## src/rtl/yiwei_pkg.sv

```systemverilog
// Shared encodings for the serial-load controller and its downstream shift register.
package yiwei_pkg;

   // Downstream sel codes. cmd_op uses the same encoding.
   localparam logic [1:0] SEL_HOLD = 2'b00;
   localparam logic [1:0] SEL_SHR  = 2'b01;
   localparam logic [1:0] SEL_SHL  = 2'b10;
   localparam logic [1:0] SEL_LOAD = 2'b11;

   // Controller FSM states.
   typedef enum logic [1:0] {
      IDLE  = 2'b00,
      LOAD  = 2'b01,
      SHIFT = 2'b10,
      FIN   = 2'b11
   } state_t;

endpackage

```

## src/rtl/yiwei_kongzhi.sv

```systemverilog
// Serial-load controller: takes a word and an op over valid/ready and drives a
// bidirectional shift register's sel/Rin/Lin/data so that it ends up holding
// the word. done pulses for one cycle when the register holds the result.
module yiwei_kongzhi
   import yiwei_pkg::*;
#(
   parameter int unsigned WIDTH = 4
) (
   input  logic             clk,
   input  logic             clr,
   input  logic             cmd_valid,
   output logic             cmd_ready,
   input  logic [1:0]       cmd_op,
   input  logic [WIDTH-1:0] cmd_data,
   output logic [1:0]       sel,
   output logic             Rin,
   output logic             Lin,
   output logic [WIDTH-1:0] data,
   output logic             busy,
   output logic             done
);

   localparam int unsigned   CW       = $clog2(WIDTH);
   localparam logic [CW-1:0] CNT_LAST = CW'(WIDTH - 1);

   state_t           state, state_nxt;
   logic [CW-1:0]    cnt, cnt_nxt;
   logic [WIDTH-1:0] word, word_nxt;
   logic [1:0]       op, op_nxt;
   logic [1:0]       sel_nxt;
   logic             rin_nxt, lin_nxt, done_nxt;
   logic [WIDTH-1:0] data_nxt;

   // Handshake and status decode straight from the state flops.
   assign cmd_ready = (state == IDLE);
   assign busy      = (state != IDLE);

   // State, counter, latched command and registered downstream drive.
   always_ff @(posedge clk or posedge clr) begin
      if (clr) begin
         state <= IDLE;
         cnt   <= '0;
         word  <= '0;
         op    <= SEL_HOLD;
         sel   <= SEL_HOLD;
         Rin   <= 1'b0;
         Lin   <= 1'b0;
         data  <= '0;
         done  <= 1'b0;
      end else begin
         state <= state_nxt;
         cnt   <= cnt_nxt;
         word  <= word_nxt;
         op    <= op_nxt;
         sel   <= sel_nxt;
         Rin   <= rin_nxt;
         Lin   <= lin_nxt;
         data  <= data_nxt;
         done  <= done_nxt;
      end
   end

   // Next state, then outputs decoded from the next state so they line up
   // with the cycle the downstream register acts on them.
   always_comb begin
      state_nxt = state;
      cnt_nxt   = cnt;
      word_nxt  = word;
      op_nxt    = op;
      sel_nxt   = SEL_HOLD;
      rin_nxt   = 1'b0;
      lin_nxt   = 1'b0;
      data_nxt  = '0;
      done_nxt  = 1'b0;

      case (state)
         IDLE: begin
            if (cmd_valid) begin
               word_nxt = cmd_data;
               op_nxt   = cmd_op;
               cnt_nxt  = '0;
               case (cmd_op)
                  SEL_LOAD:         state_nxt = LOAD;
                  SEL_SHR, SEL_SHL: state_nxt = SHIFT;
                  default:          state_nxt = FIN;
               endcase
            end
         end
         LOAD:  state_nxt = FIN;
         SHIFT: begin
            if (cnt == CNT_LAST) state_nxt = FIN;
            else                 cnt_nxt   = cnt + CW'(1);
         end
         FIN:     state_nxt = IDLE;
         default: state_nxt = IDLE;
      endcase

      case (state_nxt)
         LOAD: begin
            sel_nxt  = SEL_LOAD;
            data_nxt = word_nxt;
         end
         SHIFT: begin
            sel_nxt = op_nxt;
            // Right shift enters at the MSB, so feed LSB first; left is mirrored.
            if (op_nxt == SEL_SHR) rin_nxt = word_nxt[cnt_nxt];
            else                   lin_nxt = word_nxt[CNT_LAST - cnt_nxt];
         end
         FIN:     done_nxt = 1'b1;
         default: ;
      endcase
   end

endmodule

```

## config.mk

```make
export PLATFORM = sky130hd
export DESIGN_NAME = yiwei_kongzhi
export DESIGN_NICKNAME = d
export VERILOG_FILES = /design/src/rtl/yiwei_pkg.sv /design/src/rtl/yiwei_kongzhi.sv
export SDC_FILE = /design/constraint.sdc
export NUM_CORES = 1
export LEC_CHECK = 0
export ABC_AREA = 1
export CORE_ASPECT_RATIO = 1.1
export CORE_MARGIN = 4
export CORE_UTILIZATION = 30
export DETAILED_ROUTE_END_ITERATION = 7
export GPL_ROUTABILITY_DRIVEN = 0
export HOLD_SLACK_MARGIN = 0.02
export PLACE_DENSITY = 0.55
export SYNTH_ARGS = -nofsm -noshare
export SYNTH_HDL_FRONTEND = slang
export SYNTH_SLANG_ARGS = --single-unit
```

## constraint.sdc

```tcl
create_clock -name clk -period 3.5 [get_ports clk]
set_input_delay 0.525 -clock clk [delete_from_list [all_inputs] [get_ports clk]]
set_output_delay 0.525 -clock clk [all_outputs]
set_load 0.01 [all_outputs]
```

==> reports/summary.txt, run 1 <==
clock-pin slew on the worst setup and hold paths: 0.11 ns
WP data arrival: 1.76 ns
design area: 0.001190 mm²
dpl cells: 161
total wire length: 1824 µm
GR Util All Layers: 0.1077
HP Start: op[0]
Reg power frac: 0.316
top cells by area, synth: dfrtp_1 51%, nand2_1 9.6%, ha_1 8.0%, inv_1 7.2%, nand3_1 4.3%
GRT overflow: 0
Iter 0 DRT Violations: 28
crit path launch: state[0]
Ys Warns: 0
Post-Layout Cell Count: 165
initial antenna violation count: 0
setup TNS: 0 ns
leakage: 0.6183 nW
CP Class: flip-flop to primary output
Tcrit/Tclk final: 0.6524
DRC: 0
RR Endpoint: Lin
PortBufs: 19
Post-synth EDFFs: 0
# Max-Cap Violations: 0
die height: 66.74 µm
Final nets: 147
Slew @ Worst Pin: 0.7369 ns
Post-CTS Hold Buffers: 0
syn_area_per_cell: 8.632 µm²
ys async rst share: 1.000
final number of hold-violating endpoints: 0
maximum vdd drop: 0.0004006 V
Mapped Cells: 109
hold path cells: 2
clock share of power: 0.103
clk sinks: 19
antenna violation net count after detailed routing: 0
Top FF cell, synth: dfrtp_1
sequential area share after synthesis: 0.5053
Setup WS pre-CTS: 0.9259 ns
CP max stage delay: 0.50 ns
layout cells sized above 1: 0.1298
ant diodes: 0
Hold Crit Class: flip-flop to flip-flop
Starting Density: 0.3114
CP bufs+invs: 3
FMAX: 438.0 MHz
Slew Limit Fails: 0
clk_lat worst skew: 0.30 ns
clk_skew: 0.008202 ns
routed vias: 763
CP max stage cell: clkdlybuf4s50_1
post-synth top area share: 0.5053
Post-synth top cells: 24 x nand2_1, 19 x dfrtp_1, 18 x inv_1
#FFs+latches synth: 19
Clock Path Buffers: 2
outcome: complete, no violations
PnR worst setup slack: 1.217 ns
Area Growth Syn to Fin: 26.46%
CP cell instances: inv_1, ha_1, inv_1, clkdlybuf4s50_1
net load switching power: 0.0004794 W
power per cell area: 907.5 mW/mm²
R2R Setup Slk: 1.22 ns
setup violators final: 0
post-synth top area cell: dfrtp_1
vias in the first global route: 755
minimum clock period after layout: 2.283 ns
number of vias per cell: 4.624
Slew Limit Headroom: 0.5082
dpl hpwl: 1425 µm
Placed Area: 0.001162 mm²
Post-CTS Resized: 0
most common cell in the netlist: nand2_1
startpoint types: flip-flop
die width: 61.40 µm
first-pass GRT wire length: 3208 µm
Comb pwr share: 0.581
worst reg2reg path depth: 10
IO Count: 20
Cell variety after synth: 17
Post CTS Setup Buffer Count: 0
Cell Int Power: 0.0006004 W
largest delay contributor family on the critical path: buffers and inverters
die area: 0.004097 mm²
RR Startpoint: state[1]
CP required: 2.97 ns
Core Box Area: 0.003022 mm²
syn_nets: 124
RSZ-0062 raised after global routing: false
Min-Delay Endpoint: op[0]
Initial DRT Pass Iterations: 4
CTS tree: yes
Rows: 21
Sw Ratio: 0.4440
Inserted Clock Buffers: 3
cell repeated most along the worst path: inv_1
Worst Path Max Fanout: 8
CTS root buf: clkbuf_4
CP endpoint kind: primary output
DR WL/cell: 11.05 µm
cell area after synthesis: 940.9 µm²
largest net degree at the start of global routing: 20
H-tree depth: 1
flip-flops by register name, summed over array words and instances (netlist names):
name   count
data       4
cnt        2
op         2
Rin        1
sel        2
state      2
word       4
done       1
Lin        1
placed cells by master (no fill, tap or decap):
| cell type | instances |
|---|---|
| nor2_1 | 9 |
| clkinv_2 | 1 |
| o21ai_1 | 2 |
| inv_1 | 18 |
| clkbuf_4 | 3 |
| o221ai_1 | 1 |
| a221oi_1 | 1 |
| nand3_1 | 8 |
| o21ai_2 | 3 |
| clkdlybuf4s50_1 | 19 |
| ha_1 | 6 |
| nand2_2 | 5 |
| nand2_1 | 24 |
| nand3_2 | 1 |
| o21ai_0 | 2 |
| nor2_2 | 1 |
| a21oi_1 | 5 |
| inv_2 | 3 |
| dfrtp_1 | 19 |
logic make-up (layout without fill, tap and decap cells):
logic type      after synthesis  after routing  synth area share
compound gates               14             14           0.09442
fa+ha+maj                     6              6           0.07979
buf+inv                      22             44           0.09574
flops                        19             19            0.5053
simple gates                 48             48            0.2247
worst max-delay path by stage:
stage	to	slack, ns	cells after the start
global placement	Lin	1.03	9
detailed placement	Lin	0.93	9
finish	busy	1.22	4
CTS	Lin	1.18	10
global route	Lin	0.96	10
floorplan	Lin	1.54	9
layer usage:
metal / vias up / GRT usage / part of all wire / routed length (µm)
met5: - / 0 / 0 / 0
met4: 0 / 0.06101 / 0.029 / 53
met3: 7 / 0.03295 / 0.073 / 134
met2: 22 / 0.1733 / 0.46 / 841
met1: 352 / 0.1236 / 0.44 / 795
li1: 382 / - / - / -
through the flow:
step           hold slack, ns  utilization  total power [W]
2_1_floorplan          0.4708            -        0.0007933
6_report               0.5237       0.3938         0.001080
4_1_cts                0.5269       0.3938         0.001096
3_5_place_dp           0.4933       0.3847        0.0009811
5_1_grt                0.5498       0.3938         0.001213
3_3_place_gp           0.4938       0.3847        0.0009734
worst reg2reg max path, cell delays in order, from the launching register on:
cell      delay [ns]
dfrtp_1         0.40
inv_1           0.06
ha_1            0.29
nand2_2         0.27
inv_2           0.08
a221oi_1        0.48
ha_1            0.29
inv_1           0.07
a21oi_1         0.12
nand2_1         0.06
nor2_1          0.09
power groups by stage:
stage	combinational, W	clock [W]	sequential (W)
floorplan	0.000436	0	0.000357
global placement	0.000627	0	0.000346
detailed placement	0.000636	0	0.000345
CTS	0.000638	0.000116	0.000342
global route	0.000732	0.000129	0.000352
finish	0.000628	0.000111	0.000341
cell type report:
cell class                 instances  area [µm²]
tap                               34       42.54
inverter                          21       78.83
clock buffer                       3       22.52
timing repair buffer              19       190.2
fill                             319        1832
multi-input combinational         68       375.4
sequential                        19       475.5
clock inverter                     1       5.005
Note: power is estimated with default switching activity, not from simulation.
==> inputs of run 2 (changes only) <==
--- a/config.mk
+++ b/config.mk
@@ -12,7 +12,7 @@
 export DETAILED_ROUTE_END_ITERATION = 7
 export GPL_ROUTABILITY_DRIVEN = 0
 export HOLD_SLACK_MARGIN = 0.02
-export PLACE_DENSITY = 0.55
+export PLACE_DENSITY = 0.57
 export SYNTH_ARGS = -nofsm -noshare
 export SYNTH_HDL_FRONTEND = slang
 export SYNTH_SLANG_ARGS = --single-unit
==> constraint.sdc (replaced) <==
create_clock -name clk -period 2.1 [get_ports clk]
set_input_delay 0.315 -clock clk [delete_from_list [all_inputs] [get_ports clk]]
set_output_delay 0.315 -clock clk [all_outputs]
set_load 0.01 [all_outputs]
==> run 2 against run 1 <==
Against the previous run:
- combinational power up 96%
- routed wire length is 8.6% higher
- sequential share of layout area down 2.3 points
- hold slack lost 0.11 ns
- register-to-register slack got worse by 0.94 ns
- clock skew up 0.0037 ns
- worst setup slack lost 1.1 ns
- flip-flop and latch count did not move
==> reports/summary.txt, run 2 (same netlist as run 1, synthesis figures left out) <==
outcome: complete, no violations
Iter 0 DRT Violations: 34 (+21%)
FMAX: 508.6 MHz
die area: 0.004097 mm² (unchanged)
CP Class: flip-flop to primary output
CTS tree: yes
minimum clock period after layout: 1.966 ns
vias in the first global route: 828 (+9.7%)
Post CTS Setup Buffer Count: 0 (unchanged)
leakage: 0.6527 nW (+5.6%)
Worst Path Max Fanout: 5 (-3)
Rows: 21 (unchanged)
number of vias per cell: 4.558 (-1.4%)
PnR worst setup slack: 0.1337 ns (-1.083 ns)
maximum vdd drop: 0.0007748 V (+93%)
Starting Density: 0.3114 (unchanged)
dpl hpwl: 1491 µm (+4.7%)
Post-CTS Hold Buffers: 0 (unchanged)
Sw Ratio: 0.4330 (-0.01093)
Area Growth Syn to Fin: 34.04%
clock-pin slew on the worst setup and hold paths: 0.12 ns (about the same)
Slew Limit Headroom: 0.5199 (+0.01171)
Setup WS pre-CTS: -0.07827 ns (-1.004 ns)
die height: 66.74 µm (unchanged)
die width: 61.40 µm (unchanged)
Inserted Clock Buffers: 3 (unchanged)
first-pass GRT wire length: 3498 µm (+9.0%)
PortBufs: 19 (unchanged)
CP endpoint kind: primary output
Hold Crit Class: input pin to asynchronous set/reset pin
clk sinks: 19 (unchanged)
GR Util All Layers: 0.1157 (+0.008024)
Initial DRT Pass Iterations: 4 (unchanged)
power per cell area: 1574 mW/mm² (+73%)
commonest non-fill, non-tap cell in the layout: nand2_1
CTS root buf: clkbuf_4
GRT overflow: 0 (unchanged)
Slew Limit Fails: 0 (unchanged)
layout cells sized above 1: 0.1884 (+0.05863)
startpoint types: flip-flop
DRC: 0 (unchanged)
top flop regs: data x4, word x4
H-tree depth: 1 (unchanged)
net load switching power: 0.0008595 W (+79%)
most frequent cells in the layout: 24 x nand2_1, 19 x dfrtp_1, 19 x clkdlybuf4s50_1, 18 x inv_1, 9 x nor2_1
Tot Pwr: 0.001985 W (+84%)
clk_lat worst skew: 0.30 ns (about the same)
Clock Path Buffers: 2 (unchanged)
Final Util: 0.4174 (+0.02360)
# Max-Cap Violations: 0 (unchanged)
IO Count: 20 (unchanged)
routed vias: 784 (+2.8%)
antenna violation net count after detailed routing: 0 (unchanged)
Tcrit/Tclk final: 0.9363
clk_skew: 0.01189 ns (+0.003690 ns)
Core Box Area: 0.003022 mm² (unchanged)
final number of hold-violating endpoints: 0 (unchanged)
clock share of power: 0.094 (-0.009)
WP data arrival: 1.65 ns (-0.11 ns)
Reg power frac: 0.288 (-0.028)
setup violators final: 0 (unchanged)
DR WL/cell: 11.52 µm (+4.2%)
CP required: 1.78 ns (-1.19 ns)
largest net degree at the start of global routing: 20 (unchanged)
ant diodes: 0 (unchanged)
total wire length: 1981 µm (+8.6%)
Cell Int Power: 0.001125 W (+87%)
initial antenna violation count: 0 (unchanged)
Comb pwr share: 0.617 (+0.036)
Slew @ Worst Pin: 0.7194 ns (-0.01755 ns)
Final nets: 154 (+4.8%)
==> run 2: final cells by class <==
type / instances / area [µm²]
multi-input combinational: 68 / 394.1
fill: 313 / 1760
clock inverter: 1 / 5.005
tap: 34 / 42.54
timing repair buffer: 26 / 242.7
sequential: 19 / 475.5
clock buffer: 3 / 22.52
inverter: 21 / 78.83
==> run 2: per-stage QoR <==
stage / instance area, µm² / hold WS [ns] / setup TNS, ns / std cells
floorplan: 940.9 / 0.2661 / 0 / 109
detailed placement: 1215 / 0.4950 / -0.3021 / 168
global route: 1261 / 0.4449 / -0.001621 / 172
global placement: 1215 / 0.4898 / -0.05547 / 168
finish: 1261 / 0.4136 / 0 / 172
CTS: 1242 / 0.4295 / 0 / 172
==> run 2: critical path, stage by stage, from the launching register on <==
cell             delay, ns
dfrtp_1               0.37
inv_1                 0.15
ha_4                  0.19
buf_4                 0.13
clkdlybuf4s50_1       0.53
==> run 2: repair_timing <==
action	CTS	global route
endpoints found under the setup margin	0	10
gates resized for setup	0	3
endpoints found under the hold margin	0	0
==> run 2: final timing paths <==
path	startpoint	end	slack, ns	depth (start not counted)
setup / recovery	state[0]	cmd_ready	0.13	4
min in group clk	op[0]	op[0]	0.52	2
hold reg to reg	op[0]	op[0]	0.52	2
setup reg to reg	state[0]	sel[1]	0.28	8
hold / removal	clr	data[2]	0.41	2
max in group asynchronous	clr	state[0]	1.22	2
==> run 2: power by group through the flow <==
stage / combinational [W] / sequential [W] / clock (W)
after global placement: 0.00116 / 0.000576 / 0
final: 0.00123 / 0.000572 / 0.000187
after floorplan: 0.000727 / 0.000596 / 0
after detailed placement: 0.00118 / 0.000582 / 0
after global routing: 0.00142 / 0.000591 / 0.000224
after CTS: 0.00119 / 0.000574 / 0.000204
==> run 2: per-layer routing <==
layer	vias to the layer above	part of all wire	global-route usage	wire, µm
li1	397	-	-	-
met1	359	0.45	0.1348	899
met2	26	0.48	0.1958	945
met3	2	0.061	0.03876	121
met4	0	0.0071	0.03714	14
met5	-	0	0	0
==> inputs of run 3 (changes only) <==
--- a/config.mk
+++ b/config.mk
@@ -6,6 +6,7 @@
 export NUM_CORES = 1
 export LEC_CHECK = 0
 export ABC_AREA = 1
+export CAP_MARGIN = 15
 export CORE_ASPECT_RATIO = 1.1
 export CORE_MARGIN = 4
 export CORE_UTILIZATION = 30
==> results of run 3 <==
The final DEF is identical to that of run 2; final timing and power are the same.
